<file path="config.mk">
export PLATFORM = sky130hd
export DESIGN_NAME = uart_baud_tick_gen_flat
export DESIGN_NICKNAME = d
export VERILOG_FILES = /design/src/rtl/uart_baud_tick_gen_if.sv /design/src/rtl/uart_baud_tick_gen.sv /design/src/flat_wrapper.sv
export SDC_FILE = /design/constraint.sdc
export NUM_CORES = 1
export LEC_CHECK = 0
export CAP_MARGIN = 20
export CORE_MARGIN = 2
export CORE_UTILIZATION = 40
export DETAILED_ROUTE_END_ITERATION = 10
export GPL_ROUTABILITY_DRIVEN = 0
export HOLD_SLACK_MARGIN = 0.12
export PLACE_DENSITY = 0.71
export SYNTH_ARGS = -nofsm -noshare
export SYNTH_HDL_FRONTEND = slang
export SYNTH_SLANG_ARGS = --single-unit
</file>
<file path="constraint.sdc">
create_clock -name i_clock -period 4.5 [get_ports i_clock]
set_clock_uncertainty 0.1 [all_clocks]
set_input_delay 0.9 -clock i_clock [delete_from_list [all_inputs] [get_ports i_clock]]
set_output_delay 0.9 -clock i_clock [all_outputs]
set_load 0.01 [all_outputs]
</file>
<file path="src/rtl/uart_baud_tick_gen_if.sv">
// uart_baud_tick_gen_if
// Control/status bundle between a UART controller and the baud tick generator.
//   master : controller side, drives enable/resync/load and the new divisor,
//            observes ticks, config error, pending flag and active divisor.
//   slave  : tick generator side.
interface uart_baud_tick_gen_if #(
    parameter int DIV_W  = 16,
    parameter int FRAC_W = 4
);
    logic              i_enable;
    logic              i_resync;
    logic              i_load;
    logic [DIV_W-1:0]  i_div_int;
    logic [FRAC_W-1:0] i_div_frac;
    logic              o_os_tick;
    logic              o_bit_tick;
    logic              o_cfg_err;
    logic              o_pending;
    logic [DIV_W-1:0]  o_div_int;
    logic [FRAC_W-1:0] o_div_frac;

    modport master (
        output i_enable, i_resync, i_load, i_div_int, i_div_frac,
        input  o_os_tick, o_bit_tick, o_cfg_err, o_pending, o_div_int, o_div_frac
    );

    modport slave (
        input  i_enable, i_resync, i_load, i_div_int, i_div_frac,
        output o_os_tick, o_bit_tick, o_cfg_err, o_pending, o_div_int, o_div_frac
    );
endinterface

</file>
<file path="src/rtl/uart_baud_tick_gen.sv">
// uart_baud_tick_gen
// Runtime-programmable UART baud tick generator with a fractional divisor.
// Produces an oversample tick for the RX sampler and a bit tick (every
// OVERSAMPLE oversample ticks) for the TX shifter.
// Ports:
//   i_clock  : system clock
//   i_reset  : synchronous, active-high reset
//   bus      : uart_baud_tick_gen_if.slave (enable, resync, divisor load,
//              ticks, config error, pending flag, active divisor read-back)
module uart_baud_tick_gen #(
    parameter int DIV_W        = 16,
    parameter int FRAC_W       = 4,
    parameter int OVERSAMPLE   = 16,
    parameter int DEFAULT_INT  = 162,
    parameter int DEFAULT_FRAC = 12
) (
    input  logic                 i_clock,
    input  logic                 i_reset,
    uart_baud_tick_gen_if.slave  bus
);
    localparam int OS_W = $clog2(OVERSAMPLE);

    logic [DIV_W-1:0]  cnt;
    logic [DIV_W-1:0]  lim;
    logic [DIV_W-1:0]  act_int;
    logic [DIV_W-1:0]  sh_int;
    logic [FRAC_W-1:0] acc;
    logic [FRAC_W-1:0] act_frac;
    logic [FRAC_W-1:0] sh_frac;
    logic [OS_W-1:0]   os_cnt;
    logic              pending;
    logic              os_tick;
    logic              bit_tick;
    logic              cfg_err;

    logic [FRAC_W:0]   sum;
    logic [DIV_W-1:0]  next_int;
    logic [FRAC_W-1:0] next_frac;
    logic              wrap;
    logic              os_last;
    logic              load_ok;

    always_comb begin
        // Carry out of the fraction accumulator stretches the next period by one cycle.
        sum       = {1'b0, acc} + {1'b0, act_frac};
        // Divisor that becomes active at a wrap or resync.
        next_int  = pending ? sh_int  : act_int;
        next_frac = pending ? sh_frac : act_frac;
        // Resync overrides a simultaneous wrap.
        wrap      = bus.i_enable && !bus.i_resync && (cnt == lim);
        os_last   = (os_cnt == OS_W'(OVERSAMPLE - 1));
        load_ok   = (bus.i_div_int >= DIV_W'(2));
    end

    always_ff @(posedge i_clock) begin
        if (i_reset) begin
            cnt      <= '0;
            lim      <= DIV_W'(DEFAULT_INT - 1);
            acc      <= '0;
            os_cnt   <= '0;
            act_int  <= DIV_W'(DEFAULT_INT);
            act_frac <= FRAC_W'(DEFAULT_FRAC);
            sh_int   <= DIV_W'(DEFAULT_INT);
            sh_frac  <= FRAC_W'(DEFAULT_FRAC);
            pending  <= 1'b0;
            os_tick  <= 1'b0;
            bit_tick <= 1'b0;
            cfg_err  <= 1'b0;
        end else begin
            os_tick  <= wrap;
            bit_tick <= wrap && os_last;
            cfg_err  <= bus.i_load && !load_ok;

            if (bus.i_resync) begin
                cnt      <= '0;
                acc      <= '0;
                os_cnt   <= '0;
                act_int  <= next_int;
                act_frac <= next_frac;
                pending  <= 1'b0;
                lim      <= next_int - DIV_W'(1);
            end else if (bus.i_enable) begin
                if (!wrap) begin
                    cnt <= cnt + DIV_W'(1);
                end else begin
                    cnt      <= '0;
                    acc      <= sum[FRAC_W-1:0];
                    os_cnt   <= os_last ? '0 : os_cnt + OS_W'(1);
                    act_int  <= next_int;
                    act_frac <= next_frac;
                    pending  <= 1'b0;
                    lim      <= next_int - DIV_W'(1) + DIV_W'(sum[FRAC_W]);
                end
            end

            // A load on a wrap/resync edge lands in the shadow after that
            // edge consumed the old shadow, so it waits for the next wrap.
            if (bus.i_load && load_ok) begin
                sh_int  <= bus.i_div_int;
                sh_frac <= bus.i_div_frac;
                pending <= 1'b1;
            end
        end
    end

    assign bus.o_os_tick  = os_tick;
    assign bus.o_bit_tick = bit_tick;
    assign bus.o_cfg_err  = cfg_err;
    assign bus.o_pending  = pending;
    assign bus.o_div_int  = act_int;
    assign bus.o_div_frac = act_frac;
endmodule

</file>
<file path="src/flat_wrapper.sv">
// flat-port wrapper written by rule: the top's interface ports become plain ports
module uart_baud_tick_gen_flat 
#(
    parameter int DIV_W        = 16,
    parameter int FRAC_W       = 4,
    parameter int OVERSAMPLE   = 16,
    parameter int DEFAULT_INT  = 162,
    parameter int DEFAULT_FRAC = 12
)
  (i_clock, i_reset, bus_i_enable, bus_i_resync, bus_i_load, bus_i_div_int, bus_i_div_frac, bus_o_os_tick, bus_o_bit_tick, bus_o_cfg_err, bus_o_pending, bus_o_div_int, bus_o_div_frac);
  uart_baud_tick_gen_if #(.DIV_W(DIV_W), .FRAC_W(FRAC_W)) bus_i ();
  input  logic i_clock;
  input  logic i_reset;
  input wire logic [$bits(bus_i.i_enable)-1:0] bus_i_enable;
  input wire logic [$bits(bus_i.i_resync)-1:0] bus_i_resync;
  input wire logic [$bits(bus_i.i_load)-1:0] bus_i_load;
  input wire logic [$bits(bus_i.i_div_int)-1:0] bus_i_div_int;
  input wire logic [$bits(bus_i.i_div_frac)-1:0] bus_i_div_frac;
  output wire logic [$bits(bus_i.o_os_tick)-1:0] bus_o_os_tick;
  output wire logic [$bits(bus_i.o_bit_tick)-1:0] bus_o_bit_tick;
  output wire logic [$bits(bus_i.o_cfg_err)-1:0] bus_o_cfg_err;
  output wire logic [$bits(bus_i.o_pending)-1:0] bus_o_pending;
  output wire logic [$bits(bus_i.o_div_int)-1:0] bus_o_div_int;
  output wire logic [$bits(bus_i.o_div_frac)-1:0] bus_o_div_frac;
  assign bus_i.i_enable = bus_i_enable;
  assign bus_i.i_resync = bus_i_resync;
  assign bus_i.i_load = bus_i_load;
  assign bus_i.i_div_int = bus_i_div_int;
  assign bus_i.i_div_frac = bus_i_div_frac;
  assign bus_o_os_tick = bus_i.o_os_tick;
  assign bus_o_bit_tick = bus_i.o_bit_tick;
  assign bus_o_cfg_err = bus_i.o_cfg_err;
  assign bus_o_pending = bus_i.o_pending;
  assign bus_o_div_int = bus_i.o_div_int;
  assign bus_o_div_frac = bus_i.o_div_frac;
  uart_baud_tick_gen #(.DIV_W(DIV_W), .FRAC_W(FRAC_W), .OVERSAMPLE(OVERSAMPLE), .DEFAULT_INT(DEFAULT_INT), .DEFAULT_FRAC(DEFAULT_FRAC)) u_core (.i_clock(i_clock), .i_reset(i_reset), .bus(bus_i));
endmodule
</file>
-- Yosys cells after proc, flatten, opt, wreduce, memory -nomap -nowiden
Index checks and enable logic that the tools add are counted.
- input bits: 25
- output and inout port bits: 24
- word-level logic and storage cells: 52
- flip-flop bits (word level): 84
- $add $sub $neg: 5
- mux-type cells: 17
- $lt $le $gt $ge: 1
- equal/unequal tests: 2
- reductions and logical operators: 15
- operators by type and width (kind ; count):
    16-bit two-way mux ; 8
    4-bit two-way mux ; 5
    16-bit by 1-bit adder with 16-bit output ; 1
    16-bit by 1-bit adder with 16-bit output, second input constant ; 1
    16-bit equality test ; 1
    16-bit by 2-bit >= comparator with 1-bit output, second input constant ; 1
    16-bit by 1-bit subtractor with 16-bit output, second input constant ; 1
    2-bit AND reduction ; 3
    3-bit nonzero test ; 2
    4-bit by 4-bit adder with 5-bit output ; 1
    1-bit logical AND ; 5
    4-bit by 1-bit adder with 4-bit output, second input constant ; 1
    4-bit equality test, second input constant ; 1
    1-bit two-way mux ; 4
    2-bit nonzero test ; 2
    1-bit zero test ; 2
    2-bit OR reduction ; 1

-- Logic depth before layout (Yosys ltp)
Gate-level depths: netlist of the first run.
- depth in word-level cells: 7
- gate-level depth with buffers: 14
- gate-level depth less buffers: 14

-- Least setup slack after synthesis of the first run
OpenSTA, ideal clock, no wires.
- path type: register -> register
- from: register u_core.pending, in the netlist u_core.bus.o_pending
- to: register u_core.lim[9]
- setup time: 0.086 ns
- period minus slack after synthesis: 3.556 ns
- path buffers: 4
- stages on the path, launching flop included: 14
- path slack: 0.944 ns
- required time: 4.314 ns
- arrival: 3.370 ns
- cells stage by stage: dfxtp_1 > buf_6 > buf_2 > buf_2 > buf_1 > mux2i_1 > ha_1 > o211a_2 > a21oi_1 > nor4_1 > nor2b_1 > nand3_1 > xnor2_1 > a211oi_1
- longest elaborated chain between the ends: 6
- RTL lines (element ; line ; text):
    from (decl) ; uart_baud_tick_gen.sv:31 ; logic pending;
    from (signal assigned) ; uart_baud_tick_gen.sv:65 ; pending <= 1'b0;
    from (signal assigned) ; uart_baud_tick_gen.sv:80 ; pending <= 1'b0;
    from (signal assigned) ; uart_baud_tick_gen.sv:91 ; pending <= 1'b0;
    16-bit two-way mux (*) ; uart_baud_tick_gen.sv:47 ; next_int = pending ? sh_int : act_int;
    16-bit by 1-bit subtractor with 16-bit output (*) ; uart_baud_tick_gen.sv:81, uart_baud_tick_gen.sv:92 ;
    16-bit by 1-bit adder with 16-bit output ; uart_baud_tick_gen.sv:92 ; lim <= next_int - DIV_W'(1) + DIV_W'(sum[FRAC_W]);
    16-bit two-way mux ; uart_baud_tick_gen.sv:83 ; if (!wrap) begin
    16-bit two-way mux ; uart_baud_tick_gen.sv:82 ; end else if (bus.i_enable) begin
    16-bit two-way mux (*) ; uart_baud_tick_gen.sv:74 ; if (bus.i_resync) begin
    to (signal assigned) ; uart_baud_tick_gen.sv:58 ; lim <= DIV_W'(DEFAULT_INT - 1);
    to (signal assigned) ; uart_baud_tick_gen.sv:81 ; lim <= next_int - DIV_W'(1);
    to (signal assigned) ; uart_baud_tick_gen.sv:92 ;
    to (decl) ; uart_baud_tick_gen.sv:24 ; logic [DIV_W-1:0] lim;
Mark *: on every way between the ends. The rest lies on a longest branch, timed or not. The select of a mux whose other input is x is not followed.
A chain may end at the register's enable or synchronous reset.

-- Final worst setup path of the first run
Ends and elaborated chain as after synthesis.

==> metrics.txt, run 1 <==
WHS=0.362 ns; Pre-antenna DRT Iters=4; Post-Syn Area=4330 sq um; Least-Margin Pin Slew=0.932 ns; worst skew pair latency=0.36 ns; Vias/cell=5.20; maximum vdd ir drop=0.000182 V; GRT overflow=0; WL/cell=13.4 um; FF+latch count, synth=84; CP max stage delay=0.95 ns; Cells after DPL=667; total number of vias=3541; Synth cell types=56; CTS max path bufs=2; Final Util=0.485; largest net degree at the start of global routing=60; Post-CTS Hold Buffers=0; unrepaired setup endpoints after global routing=false; Iter 0 DRT Violations=169; fmax=0.282 GHz; num ports=49; global router's overall resource usage=0.169; final count of hold timing violations=0; Final Slew Violations=0; ys flop type=dfxtp_1; H-tree Lvls=3; power per cell area=283 nW/um^2; crit path buf inv count=0; first-pass GRT wire length=15.8 mm; vias in the first global route=3364; non-filler cells, final=681; pre-CTS WS=0.896 ns; Worst slew margin=0.379; core area=10400 sq um; largest fanout on the critical path=50; CTS Buf Count=9; Die W=108 um; diodes inserted=0; CTS root buffer=clkbuf_8; drc violations=0; CP Launch Type=flop; most common cell after layout, fill and taps aside=dfxtp_1; CP cell instances=mux2i_1 -> ha_1 -> o211a_2 -> a21oi_1 -> nor4_1 -> nor2b_1 -> nand3_1 -> xnor2_1 -> a211oi_1; WS Path Type=flop to flop; die area=11700 sq um; Worst path top cell family by delay=flip-flops; minimum clock period=3.54 ns; Syn Area/Cell=8.54 sq um; total negative slack=0 ns; period utilisation layout=0.788; Buffers on Ports=48; FP Rows=37; asr flop ratio synth=0; count of flip-flops with a built-in enable after synthesis=0; slowest CP cell=dfxtp_2; Post-Route WL=9.15 mm; final net count=577; leakage power=1.81 nW; syn nets=542; outcome=completed; CTS tree=done; gate count of the mapped netlist=507; post-cts resize count=0; Post-CTS Repair Setup Buffers=0; Hold Path Class=flop to flop; Final ANT Viol Nets=0; die height=108 um; Final HPWL DP=6.83 mm; CTS Sinks=84; Final Worst Setup Slack=0.955 ns; CP required=4.66 ns; area grow syn2layout=16.6%; initial core utilization=0.416; CP endpoint kind=flop; layout cells sized above 1=0.0514; WP data arrival=3.71 ns; CTS clock-pin slew for the worst setup and hold paths=0.07 ns; sequential-to-total area share from yosys stat=0.388; commonest non-fill, non-tap cells in the layout=83 x dfxtp_1, 60 x nor2_1, 52 x nand2_1; Max-Cap Viols=0; Synth warnings=0; Final setup viols=0; initial antenna violation count=0
[Yosys cell counts (2+ instances only)]
cell / n / share of area
a211o_1: 6 / 0.012
a211oi_1: 14 / 0.024
a21o_1: 2 / 0.0035
a21oi_1: 32 / 0.037
and2_1: 3 / 0.0043
and3_1: 11 / 0.016
buf_1: 3 / 0.0026
buf_2: 2 / 0.0023
clkbuf_1: 22 / 0.019
dfxtp_1: 84 / 0.39
ha_1: 9 / 0.026
inv_1: 6 / 0.0052
mux2i_1: 27 / 0.062
nand2_1: 52 / 0.045
nand2b_1: 7 / 0.010
nand3_1: 23 / 0.027
nand3b_1: 6 / 0.010
nand4_1: 10 / 0.014
nor2_1: 60 / 0.052
nor2b_1: 6 / 0.0087
nor3_1: 8 / 0.0092
nor3b_1: 3 / 0.0052
nor4_1: 5 / 0.0072
nor4b_1: 2 / 0.0040
o21ai_0: 8 / 0.0092
o21ai_1: 4 / 0.0046
o22ai_1: 2 / 0.0029
or2_2: 2 / 0.0029
or3_1: 7 / 0.010
or4_1: 2 / 0.0035
or4b_1: 2 / 0.0046
xnor2_1: 31 / 0.063
xor2_1: 23 / 0.047
[final timing paths]
check | from | to | slack (ns) | cells after the start
max | u_core.bus.o_pending | u_core.lim[9] | 0.96 | 9
min | u_core.sh_frac[3] | u_core.sh_frac[3] | 0.36 | 1
max reg2reg | u_core.bus.o_pending | u_core.lim[9] | 0.96 | 9
min reg2reg | u_core.sh_frac[3] | u_core.sh_frac[3] | 0.36 | 1
[through the flow]
stage	instance area, sq um	total power (W)
finish	5050	0.00143
detailed placement	4890	0.000987
global route	5050	0.00149
floorplan	4330	0.000924
CTS	5050	0.00145
global placement	4890	0.000981
[worst reg2reg max path, cell delays in order (launching register included)]
cell	delay, ns
dfxtp_2	0.95
mux2i_1	0.46
ha_1	0.29
o211a_2	0.25
a21oi_1	0.12
nor4_1	0.52
nor2b_1	0.27
nand3_1	0.12
xnor2_1	0.14
a211oi_1	0.23
[cells by family (layout without fill, tap and decap cells)]
logic type | after synthesis | count (layout) | synth area share
and+or+nand+nor | 216 | 216 | 0.252
DFF | 84 | 84 | 0.388
AOI/OAI and AO/OA | 79 | 79 | 0.117
xor gates and xnor gates | 54 | 54 | 0.109
buffers and inverters | 34 | 72 | 0.0318
muxes | 30 | 30 | 0.0708
adders and majority gates | 10 | 10 | 0.0306
[power breakdown]
part           leakage [nW]  switching, W  internal, W  total [W]
Sequential            0.685     0.0000311     0.000768   0.000799
Combinational          1.04     0.0000858    0.0000841   0.000170
Clock                0.0783      0.000250     0.000209   0.000459
Total                  1.81      0.000367      0.00106    0.00143
[state kept, by name, indices dropped and copies added, names as in the netlist, 4 cells and up]
| signal | flops |
|---|---|
| u_core.lim | 16 |
| u_core.os_cnt | 4 |
| u_core.acc | 4 |
| u_core.sh_int | 16 |
| u_core.cnt | 16 |
| u_core.bus.o_div_frac | 4 |
| u_core.sh_frac | 4 |
| u_core.bus.o_div_int | 16 |
[area by class of cell]
class / instances / area (sq um)
clock buffer: 12 / 145
clock inverter: 2 / 12.5
fill: 1013 / 5370
inverter: 6 / 22.5
multi-input combinational: 389 / 2510
sequential: 84 / 1680
tap: 136 / 170
timing repair buffer: 52 / 505
[metal layers]
layer / vias up / routed length, um / track usage
met5: - / 0 / 0
met4: 0 / 116 / 0.0540
met3: 10 / 363 / 0.0476
met2: 54 / 4200 / 0.274
met1: 1632 / 4470 / 0.217
li1: 1845 / - / -
Power figures use the tool's default switching activity.
==> run 2: changes to the inputs <==
Settings changed: PLACE_DENSITY 0.71 to 0.73.
Clock period 4.5 ns to 3.1 ns, I/O delays scaled along.
==> run 2 against run 1 <==
Net effect:
- sequential power up 44%
- register-to-register slack worse by 0.71 ns
- total power up 56%
- die area unchanged
- critical path type unchanged
- critical endpoint unchanged
- highest routed layer unchanged
==> metrics.txt, run 2 (synthesis gave the netlist of run 1 again) <==
power per cell area=423 nW/um^2 (was 283 nW/um^2); commonest non-fill, non-tap cells in the layout=82 x dfxtp_1, 60 x nor2_1, 52 x nand2_1 (was 83 x dfxtp_1, 60 x nor2_1, 52 x nand2_1); WL/cell=13.6 um (was 13.4 um); CTS max path bufs=2 (unchanged); Post-Route WL=9.50 mm (was 9.15 mm); Worst slew margin=0.500 (was 0.379); Buffers on Ports=48 (unchanged); WP data arrival=3.02 ns (was 3.71 ns); largest fanout on the critical path=11 (was 50); Vias/cell=5.21 (was 5.20); CP Launch Type=flop (unchanged); Iter 0 DRT Violations=170 (was 169); fmax=0.350 GHz (was 0.282 GHz); initial core utilization=0.416 (unchanged); Post-CTS Hold Buffers=0 (unchanged); num ports=49 (unchanged); Final ANT Viol Nets=0 (unchanged); outcome=completed (unchanged); diodes inserted=0 (unchanged); CP required=3.26 ns (was 4.66 ns); FP Rows=37 (unchanged); first-pass GRT wire length=15.9 mm (was 15.8 mm); global router's overall resource usage=0.170 (was 0.169); total number of vias=3638 (was 3541); Final HPWL DP=7.09 mm (was 6.83 mm); Final setup viols=0 (unchanged); area of the multi-input gates=2550 sq um (was 2510 sq um); CTS clock-pin slew for the worst setup and hold paths=0.08 ns (was 0.07 ns); Pre-antenna DRT Iters=4 (unchanged); final net count=592 (was 577); WS Path Type=flop to flop (unchanged); initial antenna violation count=0 (unchanged); CP endpoint kind=flop (unchanged); Final Util=0.505 (was 0.485); register area=1680 sq um (about the same); period utilisation layout=0.922 (was 0.788); worst skew pair latency=0.35 ns (was 0.36 ns); CTS root buffer=clkbuf_8 (unchanged); die area=11700 sq um (unchanged); layout cells sized above 1=0.0943 (was 0.0514); Final Slew Violations=0 (unchanged); largest net degree at the start of global routing=59 (was 60); most common cell after layout, fill and taps aside=dfxtp_1 (unchanged); unrepaired setup endpoints after global routing=false (unchanged); Fill cells=971 (was 1013); H-tree Lvls=3 (unchanged); Least-Margin Pin Slew=0.745 ns (was 0.932 ns); CTS Sinks=84 (unchanged); minimum clock period=2.86 ns (was 3.54 ns); drc violations=0 (unchanged); vias in the first global route=3453 (was 3364); area grow syn2layout=21.4% (was 16.6%); CTS Buf Count=9 (unchanged); CTS tree=done (unchanged); leakage power=1.91 nW (was 1.81 nW); total negative slack=0 ns (unchanged); maximum vdd ir drop=0.000285 V (was 0.000182 V); GRT overflow=0 (unchanged); Max-Cap Viols=0 (unchanged); final count of hold timing violations=0 (unchanged); Die W=108 um (unchanged); die height=108 um (unchanged); core area=10400 sq um (unchanged); Hold Path Class=flop to flop (unchanged); Pwr Total=0.00222 W (was 0.00143 W)
## run 2: repair_timing
item                       4_1_cts  5_1_grt
setup buffers                    0        2
hold endpoints to repair         0        0
gates resized for setup          0        4
setup endpoints to repair        0        8
## run 2: path summary, 6_finish.rpt
path                   startpoint           endpoint  slack [ns]  depth (start not counted)
min             u_core.sh_frac[2]  u_core.sh_frac[2]        0.36                          1
max reg2reg  u_core.bus.o_pending      u_core.lim[9]        0.24                         10
max          u_core.bus.o_pending      u_core.lim[9]        0.24                         10
min reg2reg     u_core.sh_frac[2]  u_core.sh_frac[2]        0.36                          1
## run 2: final cells by class
| type | instances | area share |
|---|---|---|
| Clock buffer | 12 | 0.0295 |
| Tap cell | 136 | 0.0324 |
| Clock inverter | 4 | 0.00904 |
| Inverter | 6 | 0.00428 |
| Sequential cell | 84 | 0.320 |
| Timing Repair Buffer | 67 | 0.120 |
| Multi-Input combinational cell | 389 | 0.485 |
## run 2: worst max-delay path: stages (launching register included)
cell,delay (ns)
dfxtp_2,0.49
buf_4,0.19
mux2i_1,0.24
ha_2,0.25
o211a_2,0.24
a21oi_1,0.15
nor4_4,0.40
nor2b_2,0.23
nand3_1,0.10
xnor2_1,0.14
a211oi_1,0.24
## run 2: power breakdown
group          internal [W]  switching [W]
Combinational      0.000136       0.000141
Sequential          0.00111      0.0000380
Clock              0.000414       0.000380
## run 2: per-layer routing
metal | up-vias | part of all wire | GRT usage
met5 | - | 0 | 0
met1 | 1649 | 0.48 | 0.222
met3 | 20 | 0.036 | 0.0289
li1 | 1880 | - | -
met2 | 89 | 0.46 | 0.274
met4 | 0 | 0.023 | 0.0788
## run 2: metrics by stage
stage               instances  instance area, sq um  worst slack (ns)  hold WS (ns)
floorplan                 507                  4360            0.0557         0.327
global placement          680                  5020             0.231         0.343
detailed placement        680                  5020            0.0936         0.349
CTS                       696                  5230            0.0875         0.369
global route              698                  5260           0.00119         0.393
finish                    698                  5260             0.241         0.362
==> run 3: changes to the inputs <==
Settings changed: REMOVE_ABC_BUFFERS set to 1.
==> run 3 against run 2 <==
Net effect:
- sequential share of layout area up 0.086 points
- routed wire length up 1.9%
- via count up 1.1%
- maximum frequency up 0.76%
- die area unchanged
- cell count up 0.43%
- hold slack better by 0.0099 ns
- sequential power about the same
- non-clock buffer count up 3
- flip-flop and latch count unchanged
- critical path depth up 1
==> metrics.txt, run 3 (synthesis gave the netlist of run 1 again) <==
outcome=completed (unchanged); WP data arrival=3.01 ns (was 3.02 ns); GRT overflow=0 (unchanged); initial core utilization=0.416 (unchanged); largest fanout on the critical path=19 (was 11); WS Path Type=flop to flop (unchanged); WHS=0.372 ns (was 0.362 ns); period utilisation layout=0.915 (was 0.922); minimum clock period=2.84 ns (was 2.86 ns); GR Util met3=0.0374 (was 0.0289); Final setup viols=0 (unchanged); most common cell after layout, fill and taps aside=dfxtp_1 (unchanged); fmax=0.352 GHz (was 0.350 GHz); CP Launch Type=flop (unchanged); unrepaired setup endpoints after global routing=false (unchanged); gr busiest metal=met2 (unchanged); final net count=595 (was 592); Vias/cell=5.25 (was 5.21); FP Rows=37 (unchanged); cell mode on critical path=buf_4; CP cell instances=buf_4 -> mux2i_1 -> o211a_2 -> a21oi_1 -> buf_4 -> nor4_2 -> buf_4 -> nor2b_1 -> nand3_1 -> xnor2_1 -> a211oi_1 (was buf_4 -> mux2i_1 -> ha_2 -> o211a_2 -> a21oi_1 -> nor4_4 -> nor2b_2 -> nand3_1 -> xnor2_1 -> a211oi_1); Least-Margin Pin Slew=0.586 ns (was 0.745 ns); met1 Use GR=0.217 (was 0.222); Post-CTS Hold Buffers=0 (unchanged); Final HPWL DP=7.13 mm (was 7.09 mm); Final ANT Viol Nets=0 (unchanged); area grow syn2layout=21.3% (was 21.4%); total number of vias=3677 (was 3638); CTS max path bufs=2 (unchanged); Worst slew margin=0.609 (was 0.500); M2 GR Usage=0.300 (was 0.274); first-pass GRT wire length=16.6 mm (was 15.9 mm); CTS Sinks=84 (unchanged); Pwr Total=0.00224 W (was 0.00222 W); crit path buf inv count=3 (was 1); largest net degree at the start of global routing=59 (unchanged); CTS root buffer=clkbuf_8 (unchanged); WL/cell=13.8 um (was 13.6 um); initial antenna violation count=0 (unchanged); worst skew pair latency=0.36 ns (was 0.35 ns); vias in the first global route=3570 (was 3453); die area=11700 sq um (unchanged); H-tree Lvls=3 (unchanged); Die W=108 um (unchanged); CP max stage delay=0.46 ns (was 0.49 ns); slowest CP cell=dfxtp_4 (was dfxtp_2); Max-Cap Viols=0 (unchanged); final count of hold timing violations=0 (unchanged); Hold Path Class=flop to flop (unchanged); CP required=3.27 ns (was 3.26 ns); CP endpoint kind=flop (unchanged); num ports=49 (unchanged); diodes inserted=0 (unchanged); Pre-antenna DRT Iters=4 (unchanged); CTS clock-pin slew for the worst setup and hold paths=0.09 ns (was 0.08 ns); Post-Route WL=9.68 mm (was 9.50 mm); Worst path top cell family by delay=compound AO/OA/AOI/OAI gates (was simple AND/OR/NAND/NOR gates); CTS tree=done (unchanged); CTS Buf Count=9 (unchanged); leakage power=1.92 nW (was 1.91 nW); maximum vdd ir drop=0.000267 V (was 0.000285 V); die height=108 um (unchanged); global router's overall resource usage=0.175 (was 0.170); Buffers on Ports=48 (unchanged); drc violations=0 (unchanged); core area=10400 sq um (unchanged); Iter 0 DRT Violations=135 (was 170); Final Slew Violations=0 (unchanged); layout cells sized above 1=0.0956 (was 0.0943); total negative slack=0 ns (unchanged); power per cell area=426 nW/um^2 (was 423 nW/um^2); commonest non-fill, non-tap cells in the layout=82 x dfxtp_1, 60 x nor2_1, 52 x nand2_1 (unchanged)
==> run 3: cell types whose count changed in the layout (fill, tap and decap cells not counted), moves of 2 or more <==
cell	change
buf_4	+4
inv_6	+3
clkbuf_8	-2
clkinv_2	-2
clkinv_4	+2
ha_1	+2
ha_2	-2
==> run 3: final timing paths <==
| path | startpoint | to | slack, ns | depth (start not counted) |
|---|---|---|---|---|
| min reg2reg | u_core.lim[13] | u_core.lim[13] | 0.37 | 2 |
| max | u_core.bus.o_pending | u_core.lim[9] | 0.26 | 11 |
| max reg2reg | u_core.bus.o_pending | u_core.lim[9] | 0.26 | 11 |
| min | u_core.lim[13] | u_core.lim[13] | 0.37 | 2 |
==> run 3: through the flow <==
stage	area [sq um]	utilization	setup slack, ns	std cells
3_3_place_gp	5010	0.481	0.235	683
5_1_grt	5250	0.504	0.0155	701
3_5_place_dp	5010	0.481	0.0994	683
4_1_cts	5220	0.501	0.0726	699
6_report	5250	0.504	0.263	701
2_1_floorplan	4210	-	-0.670	479
==> run 3: metal layers <==
metal,part of all wire,vias to the layer above
met5,0,-
met4,0.013,0
met3,0.040,10
li1,-,1896
met1,0.46,1700
met2,0.48,71
==> run 3: area by class of cell <==
| class | instances | area [sq um] |
|---|---|---|
| tap | 136 | 170 |
| multi-input combinational | 389 | 2530 |
| fill | 981 | 5160 |
| clock buffer | 9 | 124 |
| timing repair buffer | 70 | 641 |
| clock inverter | 7 | 81.3 |
| inverter | 6 | 22.5 |
| sequential | 84 | 1690 |
==> run 3: what timing repair did <==
| action | in CTS | in global routing |
|---|---|---|
| gates resized for setup | 0 | 5 |
| endpoints found under the setup margin | 0 | 8 |
| buffers inserted | 0 | 2 |
==> run 3: worst reg2reg max path: cells and delay by family, from the launching register on <==
kind                   cells  cell delay [ns]
buffers and inverters      3             0.50
AND/OR/NAND/NOR            3             0.57
multiplexers               1             0.37
AO/OA/AOI/OAI              3             0.60
XOR/XNOR                   1             0.15
flip-flops                 1             0.46
==> run 3: power by group <==
part | internal, W | switching (W) | leakage, nW | total [W]
clock network | 0.000383 | 0.000426 | 0.101 | 0.000809
logic | 0.000135 | 0.000141 | 1.14 | 0.000276
registers | 0.00111 | 0.0000368 | 0.686 | 0.00115
total | 0.00163 | 0.000603 | 1.92 | 0.00224
